## config.mk

```make
export PLATFORM = sky130hd
export DESIGN_NAME = pio_cmd_fifo
export DESIGN_NICKNAME = d
export VERILOG_FILES = /design/src/rtl/pio_cmd_fifo.sv
export SDC_FILE = /design/constraint.sdc
export NUM_CORES = 1
export LEC_CHECK = 0
export CORE_UTILIZATION = 60
export CTS_CLUSTER_DIAMETER = 60
export DETAILED_ROUTE_END_ITERATION = 8
export GPL_ROUTABILITY_DRIVEN = 0
export PLACE_DENSITY = 0.77
export SYNTH_ARGS = -nofsm -noshare
export SYNTH_HDL_FRONTEND = slang
export SYNTH_SLANG_ARGS = --single-unit
```

## constraint.sdc

```tcl
create_clock -name clk -period 13.8 [get_ports clk]
set_clock_uncertainty 0.05 [all_clocks]
set_input_delay 1.38 -clock clk [delete_from_list [all_inputs] [get_ports clk]]
set_output_delay 1.38 -clock clk [all_outputs]
set_load 0.02 [all_outputs]
```

## src/rtl/pio_cmd_fifo.sv

```systemverilog
// PIO command FIFO: packs consecutive 32-bit host PIO writes into WORDS_PER_INSTR-word
// instructions, queues them, and hands them to ctrl_unit over valid/ready.
module pio_cmd_fifo #(
  parameter int unsigned WORDS_PER_INSTR = 2,
  parameter int unsigned DEPTH           = 16,
  localparam int unsigned CNT_W          = $clog2(DEPTH + 1)
) (
  input  logic                          clk,
  input  logic                          rst_n,
  input  logic [31:0]                   h2f_pio32,
  input  logic                          h2f_write,
  input  logic                          flush,
  input  logic                          clr_overflow,
  output logic [32*WORDS_PER_INSTR-1:0] instr_data,
  output logic                          instr_valid,
  input  logic                          instr_ready,
  output logic [CNT_W-1:0]              fifo_count,
  output logic                          partial,
  output logic                          overflow
);

  localparam int unsigned DATA_W = 32 * WORDS_PER_INSTR;
  localparam int unsigned PTR_W  = $clog2(DEPTH);
  localparam int unsigned IDX_W  = (WORDS_PER_INSTR > 1) ? $clog2(WORDS_PER_INSTR) : 1;

  localparam logic [IDX_W-1:0] LAST_IDX = IDX_W'(WORDS_PER_INSTR - 1);
  localparam logic [CNT_W-1:0] FULL_CNT = CNT_W'(DEPTH);

  logic [31:0]       slot [WORDS_PER_INSTR];
  logic [DATA_W-1:0] mem  [DEPTH];

  logic [IDX_W-1:0]  idx_q, idx_d;
  logic [PTR_W-1:0]  rd_ptr_q, rd_ptr_d;
  logic [PTR_W-1:0]  wr_ptr_q, wr_ptr_d;
  logic [CNT_W-1:0]  count_d;
  logic              valid_d;
  logic              partial_d;
  logic              overflow_d;
  logic [DATA_W-1:0] data_d;
  logic [DATA_W-1:0] assembled_c;

  logic last_word_c;
  logic pop_c;
  logic push_ok_c;
  logic drop_c;
  logic head_is_new_c;

  // Instruction as it would be pushed this cycle: stored slots plus the live last word
  always_comb begin
    assembled_c = '0;
    for (int unsigned i = 0; i < WORDS_PER_INSTR; i++) begin
      if (i == WORDS_PER_INSTR - 1) begin
        assembled_c[i*32 +: 32] = h2f_pio32;
      end else begin
        assembled_c[i*32 +: 32] = slot[i];
      end
    end
  end

  // Handshake qualifiers; flush suppresses both the write and the pop
  always_comb begin
    last_word_c   = h2f_write && !flush && (idx_q == LAST_IDX);
    pop_c         = instr_valid && instr_ready && !flush;
    push_ok_c     = last_word_c && ((fifo_count != FULL_CNT) || pop_c);
    drop_c        = last_word_c && !push_ok_c;
    // The pushed entry becomes the head when the FIFO is empty after this cycle's pop
    head_is_new_c = push_ok_c && (fifo_count == (pop_c ? CNT_W'(1) : CNT_W'(0)));
  end

  // Next-state computation
  always_comb begin
    idx_d      = idx_q;
    rd_ptr_d   = rd_ptr_q;
    wr_ptr_d   = wr_ptr_q;
    count_d    = fifo_count;
    data_d     = instr_data;
    overflow_d = overflow;

    if (flush) begin
      idx_d    = '0;
      rd_ptr_d = '0;
      wr_ptr_d = '0;
      count_d  = '0;
    end else begin
      if (h2f_write) begin
        idx_d = (idx_q == LAST_IDX) ? '0 : idx_q + IDX_W'(1);
      end
      if (pop_c) begin
        rd_ptr_d = rd_ptr_q + PTR_W'(1);
      end
      if (push_ok_c) begin
        wr_ptr_d = wr_ptr_q + PTR_W'(1);
      end
      unique case ({push_ok_c, pop_c})
        2'b10:   count_d = fifo_count + CNT_W'(1);
        2'b01:   count_d = fifo_count - CNT_W'(1);
        default: count_d = fifo_count;
      endcase
      data_d = head_is_new_c ? assembled_c : mem[rd_ptr_d];
    end

    if (drop_c) begin
      overflow_d = 1'b1;
    end else if (clr_overflow) begin
      overflow_d = 1'b0;
    end

    valid_d   = (count_d != '0);
    partial_d = (idx_d != '0);
  end

  // Control and output registers; rst_n is assumed already synchronised to clk
  always_ff @(posedge clk or negedge rst_n) begin
    if (!rst_n) begin
      idx_q       <= '0;
      rd_ptr_q    <= '0;
      wr_ptr_q    <= '0;
      fifo_count  <= '0;
      instr_valid <= 1'b0;
      partial     <= 1'b0;
      overflow    <= 1'b0;
      instr_data  <= '0;
    end else begin
      idx_q       <= idx_d;
      rd_ptr_q    <= rd_ptr_d;
      wr_ptr_q    <= wr_ptr_d;
      fifo_count  <= count_d;
      instr_valid <= valid_d;
      partial     <= partial_d;
      overflow    <= overflow_d;
      instr_data  <= data_d;
    end
  end

  // Storage without reset; validity is tracked by the pointers and word index
  always_ff @(posedge clk) begin
    if (h2f_write && !flush) begin
      slot[idx_q] <= h2f_pio32;
    end
    if (push_ok_c) begin
      mem[wr_ptr_q] <= assembled_c;
    end
  end

endmodule

```

# After elaboration in Yosys (flattened, before gate mapping)
# Memory sizes are Yosys's and may differ from the RTL's.
# Index checks and enable logic that the tools add are counted.
op_classes:
  n_reduce_logical: 14
  n_mux: 18
  eq_ne: 4
  n_addsub: 5
ops:
  columns: ["operator", "n"]
  rows:
  - ["$mux W64", 1]
  - ["$mux W4", 5]
  - ["$mux W1", 10]
  - ["$pmux W5 S2", 1]
  - ["$add A4 B1 Y4 const B", 2]
  - ["$logic_and A1 B1 Y1", 7]
  - ["$reduce_bool A2 Y1", 3]
  - ["$add A5 B1 Y5 const B", 1]
  - ["$eq A5 B1 Y1", 1]
  - ["$mux W5", 1]
  - ["$ne A5 B5 Y1 const B", 1]
  - ["$reduce_bool A5 Y1", 1]
  - ["$sub A5 B1 Y5 const B", 1]
  - ["$eq A2 B1 Y1 const B", 1]
  - ["$eq A2 B2 Y1 const B", 1]
  - ["$logic_not A1 Y1", 2]
  - ["$add A1 B1 Y1 const B", 1]
  - ["$logic_or A1 B1 Y1", 1]
totals:
  ff_bits: 80
  mem_bits_rw: 1088
  output_inout_bits: 72
  memories: 2
  word_cells: 50
  inputBits: 38
mem_list:
  columns: ["name", "depth", "word_bits", "rd", "rd_ports_with_merged_regs", "write_ports", "line_no", "rtl"]
  rows:
  - ["mem", 16, 64, 1, 0, 1, "30", "logic [DATA_W-1:0] mem [DEPTH];"]
  - ["slot", 2, 32, 1, 0, 1, "29", "logic [31:0] slot [WORDS_PER_INSTR];"]

# Depth between registers and ports, before layout
logic_depth:
  word_depth: 8
  depth_mapped: 11
  ltp_nobuf: 10

# Worst setup path before layout
# OpenSTA, ideal clock, no wires.
synth_timing:
  kind: "input to register"
  from: "input flush"
  to: "memory mem[4][0] (netlist bit) (enable)"
  t_required_ps: 13185
  n_path_buf: 3
  arrival_time_ps: 6573
  slack_ps: 6612
  cell_stages: 7
  setup_time_ps: 565
  cell_sequence: "and3b_1 buf_6 buf_12 o21a_1 buf_2 nand2_1 nor3_1"
synth_via:
  elab_chain_cells: 6
  word_cells_on_any_way: 8
  cone_classes: "2 x mux; 6 x reduce/logical"
synth_rtl:
  columns: ["element", "line_no", "rtl"]
  rows:
  - ["start: declaration", "12", "input logic flush,"]
  - ["$logic_not A1 Y1 (*)", "62, 63", null]
  - ["$logic_and A1 B1 Y1 (on tied branches)", "62, 63", null]
  - ["$logic_and A1 B1 Y1 or $logic_or A1 B1 Y1 (tied branches)", "62, 64", null]
  - ["$logic_and A1 B1 Y1 (*)", "64", "push_ok_c = last_word_c && ((fifo_count != FULL_CNT) || pop_c);"]
  - ["$mux W1 (*)", "140", "if (push_ok_c) begin"]
  - ["$mux W1 (implied by the code) (*)", "141", "mem[wr_ptr_q] <= assembled_c;"]
  - ["end: declaration", "30", null]
# Mark *: on every way between the ends. The rest lies on a longest branch, timed or not.

# Worst setup path after layout
layout_timing:
  from: "input flush"
  to: "register instr_data[48]"
layout_via:
  elab_chain_cells: 6
  word_cells_on_any_way: 13
  cone_classes: "1 x eq/ne; 4 x mux; 7 x reduce/logical; 1 x memory"
layout_rtl:
  columns: ["element", "line_no", "rtl"]
  rows:
  - ["$logic_not A1 Y1", "62, 63", null]
  - ["$logic_and A1 B1 Y1 (on tied branches)", "63, 62", null]
  - ["$mux W4 (tied with other cells)", "88", "if (pop_c) begin"]
  - ["$mux W4 (tied with other cells)", "79", "if (flush) begin"]
  - ["$mem_v2 Z16 W64 or $logic_and A1 B1 Y1 (tied branches)", null, null]
  - ["$mux W64", "99", "data_d = head_is_new_c ? assembled_c : mem[rd_ptr_d];"]
  - ["end signal: assignment", "131", "instr_data <= data_d;"]
  - ["end: declaration", "14", "output logic [32*WORDS_PER_INSTR-1:0] instr_data,"]
# Several ways; a longest one is shown, not always the timed one. The select of a mux whose other input is x is not followed.
# A chain may end at the register's enable or synchronous reset.

==> impl_metrics.tcl <==
set metrics [dict create \
    synth_top_area_cells "sky130_fd_sc_hd__edfxtp_1 67%, sky130_fd_sc_hd__mux2i_1 11%, sky130_fd_sc_hd__o221ai_1 4.7%" \
    worst_setup_path_start_kind "input port" \
    detail_route.wl_per_cell_um 31.44 \
    drt_pass_1_iters 6 \
    grt_setup_unrepaired "false" \
    syn_avg_cell_area_um2 16.21 \
    path_common_cell "sky130_fd_sc_hd__buf_4" \
    slew_of_the_pin_with_the_lowest_slew_margin_ns 1.328 \
    routed_antenna_nets 0 \
    worst_skew_pair.late_latency_ns 0.65 \
    detailroute.via_count 29988 \
    yosysUniqueCellTypes 59 \
    htreeDepth 3 \
    effective_utilization_at_floorplan_pct 61.05 \
    worst_r2r_startpoint "rd_ptr_q[1]$_DFF_PN0_" \
    cts_hold_repair.buffers 0 \
    setup_viol 0 \
    design.final.nets 3008 \
    worst_path_largest_cell_delay_ns 0.91 \
    postSynth.topFlopCell "sky130_fd_sc_hd__edfxtp_1" \
    hold-path-endpoint "instr_data[60]$_DFFE_PN0N_" \
    yosys_register_bits 1136 \
    drt_wl_total_um 128800 \
    yosys_warnings 0 \
    min_delay_path_depth 2 \
    dp_hpwl_um 63160 \
    die-area_mm2 0.08047 \
    grt_util_overall_pct 31.48 \
    crit_path_category "in2reg" \
    postSynthNetCount 2984 \
    worst_setup_hold_path_clk_slew_ns 0.06 \
    ir_worst_vdd_mv 0.1017 \
    final.period_utilization_pct 45.32 \
    share_of_the_core_filled_with_cells_pct 67.84 \
    worstSetupEndpointType "flip-flop" \
    initial_antenna_violation_count 8 \
    worstRegToRegCells 10 \
    area_growth_syn_to_layout_pct 11.12 \
    finalSetupTns_ns 0 \
    first_global_vias 30316 \
    cts-resized-gates 0 \
    floorplan.rows 102 \
    dieHeight_um 283.7 \
    worst-r2r-setup-slack_ns 7.58 \
    synth-edff-count 1056 \
    worst-path-max-fanout 83 \
    max_root_sink_buffers 3 \
    synth_cells 2937 \
    gr-total-overflow 0 \
    reg2reg_to "instr_data[48]$_DFFE_PN0N_" \
    timing.slew.headroom_pct 11.49 \
    post_cts_buffers 0 \
    synth.yosys.seq_area_share_pct 70.82 \
    synth_area_mm2 0.04760 \
    worstHoldStart "instr_data[60]$_DFFE_PN0N_" \
    ioPinCount 110 \
    remaining_design_rule_violation_count 0 \
    timing.critical_path.arrival_ns 6.79 \
    clkSinkCount 1136 \
    clockRootBuffer "sky130_fd_sc_hd__clkbuf_16" \
    final.min_clock_period_ns 6.254 \
    ys_async_sr_fraction_pct 7.042 \
    power_leakage_nw 15.72 \
    placement.io_buffers 109 \
    maximum_number_of_pins_on_one_net_before_global_route_repair 93 \
    synth_largest_area_cell "sky130_fd_sc_hd__edfxtp_1" \
    detail_route.vias_per_cell 7.323 \
    core_mm2 0.07798 \
    hold_class "reg2reg" \
    timing_max_transition_violations_final 0 \
    power.total_mw 7.682 \
    drt-initial-drc-count 4151 \
    final_hold_viol_count 0 \
    numCtsBuffers 109 \
    cap_viol_max_count 0 \
    worst-endpoint-required_ns 14.33 \
    run_status "finished clean" \
    synth.top_cell.area_share_pct 66.61 \
    layout-drive-gt1-share_pct 8.492 \
    grt_first_pass_wirelength_um 188800 \
    tritoncts "done" \
    final.fill_count 4923 \
    fmaxAchievable_ghz 0.1599 \
    critical_path_cell_with_the_highest_stage_delay "sky130_fd_sc_hd__buf_4" \
    power.density_mw_per_mm2 145.2 \
    die-width_um 283.7 \
    critical_path_cell_list "buf_4 -> nand3b_4 -> buf_4 -> mux2i_4 -> buf_4 -> buf_4 -> o221ai_1 -> o22ai_1 -> nor3_1 -> o21ai_1" \
]
-- layer usage --
metal,part of all wire [%],global-route usage [%]
met5,0.035,0
met4,4.2,13.89
met1,37,42.55
met2,47,49.60
met3,12,6.688
-- flip-flops by register name (all words and copies together), names as in the netlist --
register	count
slot	32
rd_ptr_q	4
instr_data	64
instr_valid	1
mem	1024
overflow	1
wr_ptr_q	4
idx_q	1
fifo_count	5
-- cell families after synthesis --
logic type | share of synthesized area, %
buf+inv | 2.702
compound gates | 12.40
mux | 11.02
fa+ha+maj | 0.2523
flops | 70.82
simple gates | 2.589
xor+xnor | 0.2208
-- final cells by class --
cell class | count | area, µm² | area share, %
clock inverters | 61 | 610.6 | 1.154
repair buffers | 165 | 1506 | 2.848
multi-input cells | 1533 | 12720 | 24.05
flip-flops and latches | 1136 | 33720 | 63.75
well taps | 1040 | 1301 | 2.460
diodes | 5 | 12.51 | 0.02365
clock buffers | 139 | 2963 | 5.601
inverters | 16 | 60.06 | 0.1135
-- cell usage after synthesis, types with 6 or more instances --
| cell type | instances |
|---|---|
| sky130_fd_sc_hd__a22oi_1 | 65 |
| sky130_fd_sc_hd__a32oi_1 | 252 |
| sky130_fd_sc_hd__mux2i_1 | 515 |
| sky130_fd_sc_hd__nand2_1 | 6 |
| sky130_fd_sc_hd__buf_6 | 8 |
| sky130_fd_sc_hd__nor3_1 | 70 |
| sky130_fd_sc_hd__nor2_1 | 146 |
| sky130_fd_sc_hd__buf_2 | 121 |
| sky130_fd_sc_hd__ha_1 | 8 |
| sky130_fd_sc_hd__buf_4 | 14 |
| sky130_fd_sc_hd__buf_1 | 10 |
| sky130_fd_sc_hd__nand3_1 | 6 |
| sky130_fd_sc_hd__xnor2_1 | 8 |
| sky130_fd_sc_hd__o221ai_1 | 253 |
| sky130_fd_sc_hd__and2_1 | 8 |
| sky130_fd_sc_hd__o22ai_1 | 65 |
| sky130_fd_sc_hd__o21ai_1 | 64 |
| sky130_fd_sc_hd__edfxtp_1 | 1056 |
| sky130_fd_sc_hd__a21oi_1 | 7 |
| sky130_fd_sc_hd__inv_1 | 14 |
| sky130_fd_sc_hd__clkbuf_1 | 98 |
| sky130_fd_sc_hd__dfrtp_1 | 80 |
-- worst max path at each step --
| stage | from | endpoint | slack [ns] | cells past startpoint |
|---|---|---|---|---|
| after floorplan | flush | mem[4][0]$_DFFE_PP_ | 6.61 | 7 |
| after global placement | flush | instr_data[12]$_DFFE_PN0N_ | 7.29 | 10 |
| after detailed placement | flush | instr_data[48]$_DFFE_PN0N_ | 7.19 | 10 |
| after CTS | flush | instr_data[48]$_DFFE_PN0N_ | 7.83 | 10 |
| after global routing | flush | instr_data[48]$_DFFE_PN0N_ | 7.47 | 10 |
| final | flush | instr_data[48]$_DFFE_PN0N_ | 7.55 | 10 |
-- placed cells by master, fill, tap and decap left out, drive strengths merged, types with 5 or more instances in the layout --
| cell type | Yosys | routed |
|---|---|---|
| a21oi | 7 | 7 |
| a22oi | 65 | 65 |
| a32oi | 252 | 252 |
| and2 | 9 | 9 |
| buf | 154 | 58 |
| bufinv | 0 | 12 |
| clkbuf | 98 | 139 |
| clkdlybuf4s50 | 0 | 107 |
| clkinv | 1 | 42 |
| clkinvlp | 0 | 7 |
| dfrtp | 80 | 80 |
| diode | 0 | 5 |
| edfxtp | 1056 | 1056 |
| ha | 8 | 8 |
| inv | 15 | 16 |
| mux2i | 517 | 517 |
| nand2 | 7 | 7 |
| nand3 | 6 | 6 |
| nor2 | 146 | 146 |
| nor3 | 70 | 70 |
| o21ai | 66 | 66 |
| o221ai | 253 | 253 |
| o22ai | 65 | 65 |
| xnor2 | 8 | 8 |
-- worst max-delay path, delay by kind of cell --
| family | cells | cell delay (ns) |
|---|---|---|
| buf+inv | 4 | 3.17 |
| simple gates | 2 | 0.92 |
| compound gates | 3 | 0.75 |
| mux | 1 | 0.34 |
-- report_power, final --
group | total, mW | internal, mW | switching [mW]
Sequential | 3.89 | 3.81 | 0.0802
Clock | 2.98 | 1.73 | 1.25
Combinational | 0.806 | 0.319 | 0.488
Total | 7.68 | 5.87 | 1.82
-- through the flow --
| stage | setup WS (ns) | hold WS [ns] | cell area (µm²) | instances |
|---|---|---|---|---|
| floorplan | 6.612 | 0.5081 | 47600 | 2937 |
| global placement | 7.294 | 0.4693 | 49310 | 3890 |
| detailed placement | 7.190 | 0.4720 | 49310 | 3890 |
| CTS | 7.829 | 0.4850 | 52880 | 4090 |
| global route | 7.466 | 0.5043 | 52880 | 4090 |
| finish | 7.546 | 0.4834 | 52900 | 4095 |
Note: power is estimated with default switching activity, not from simulation.
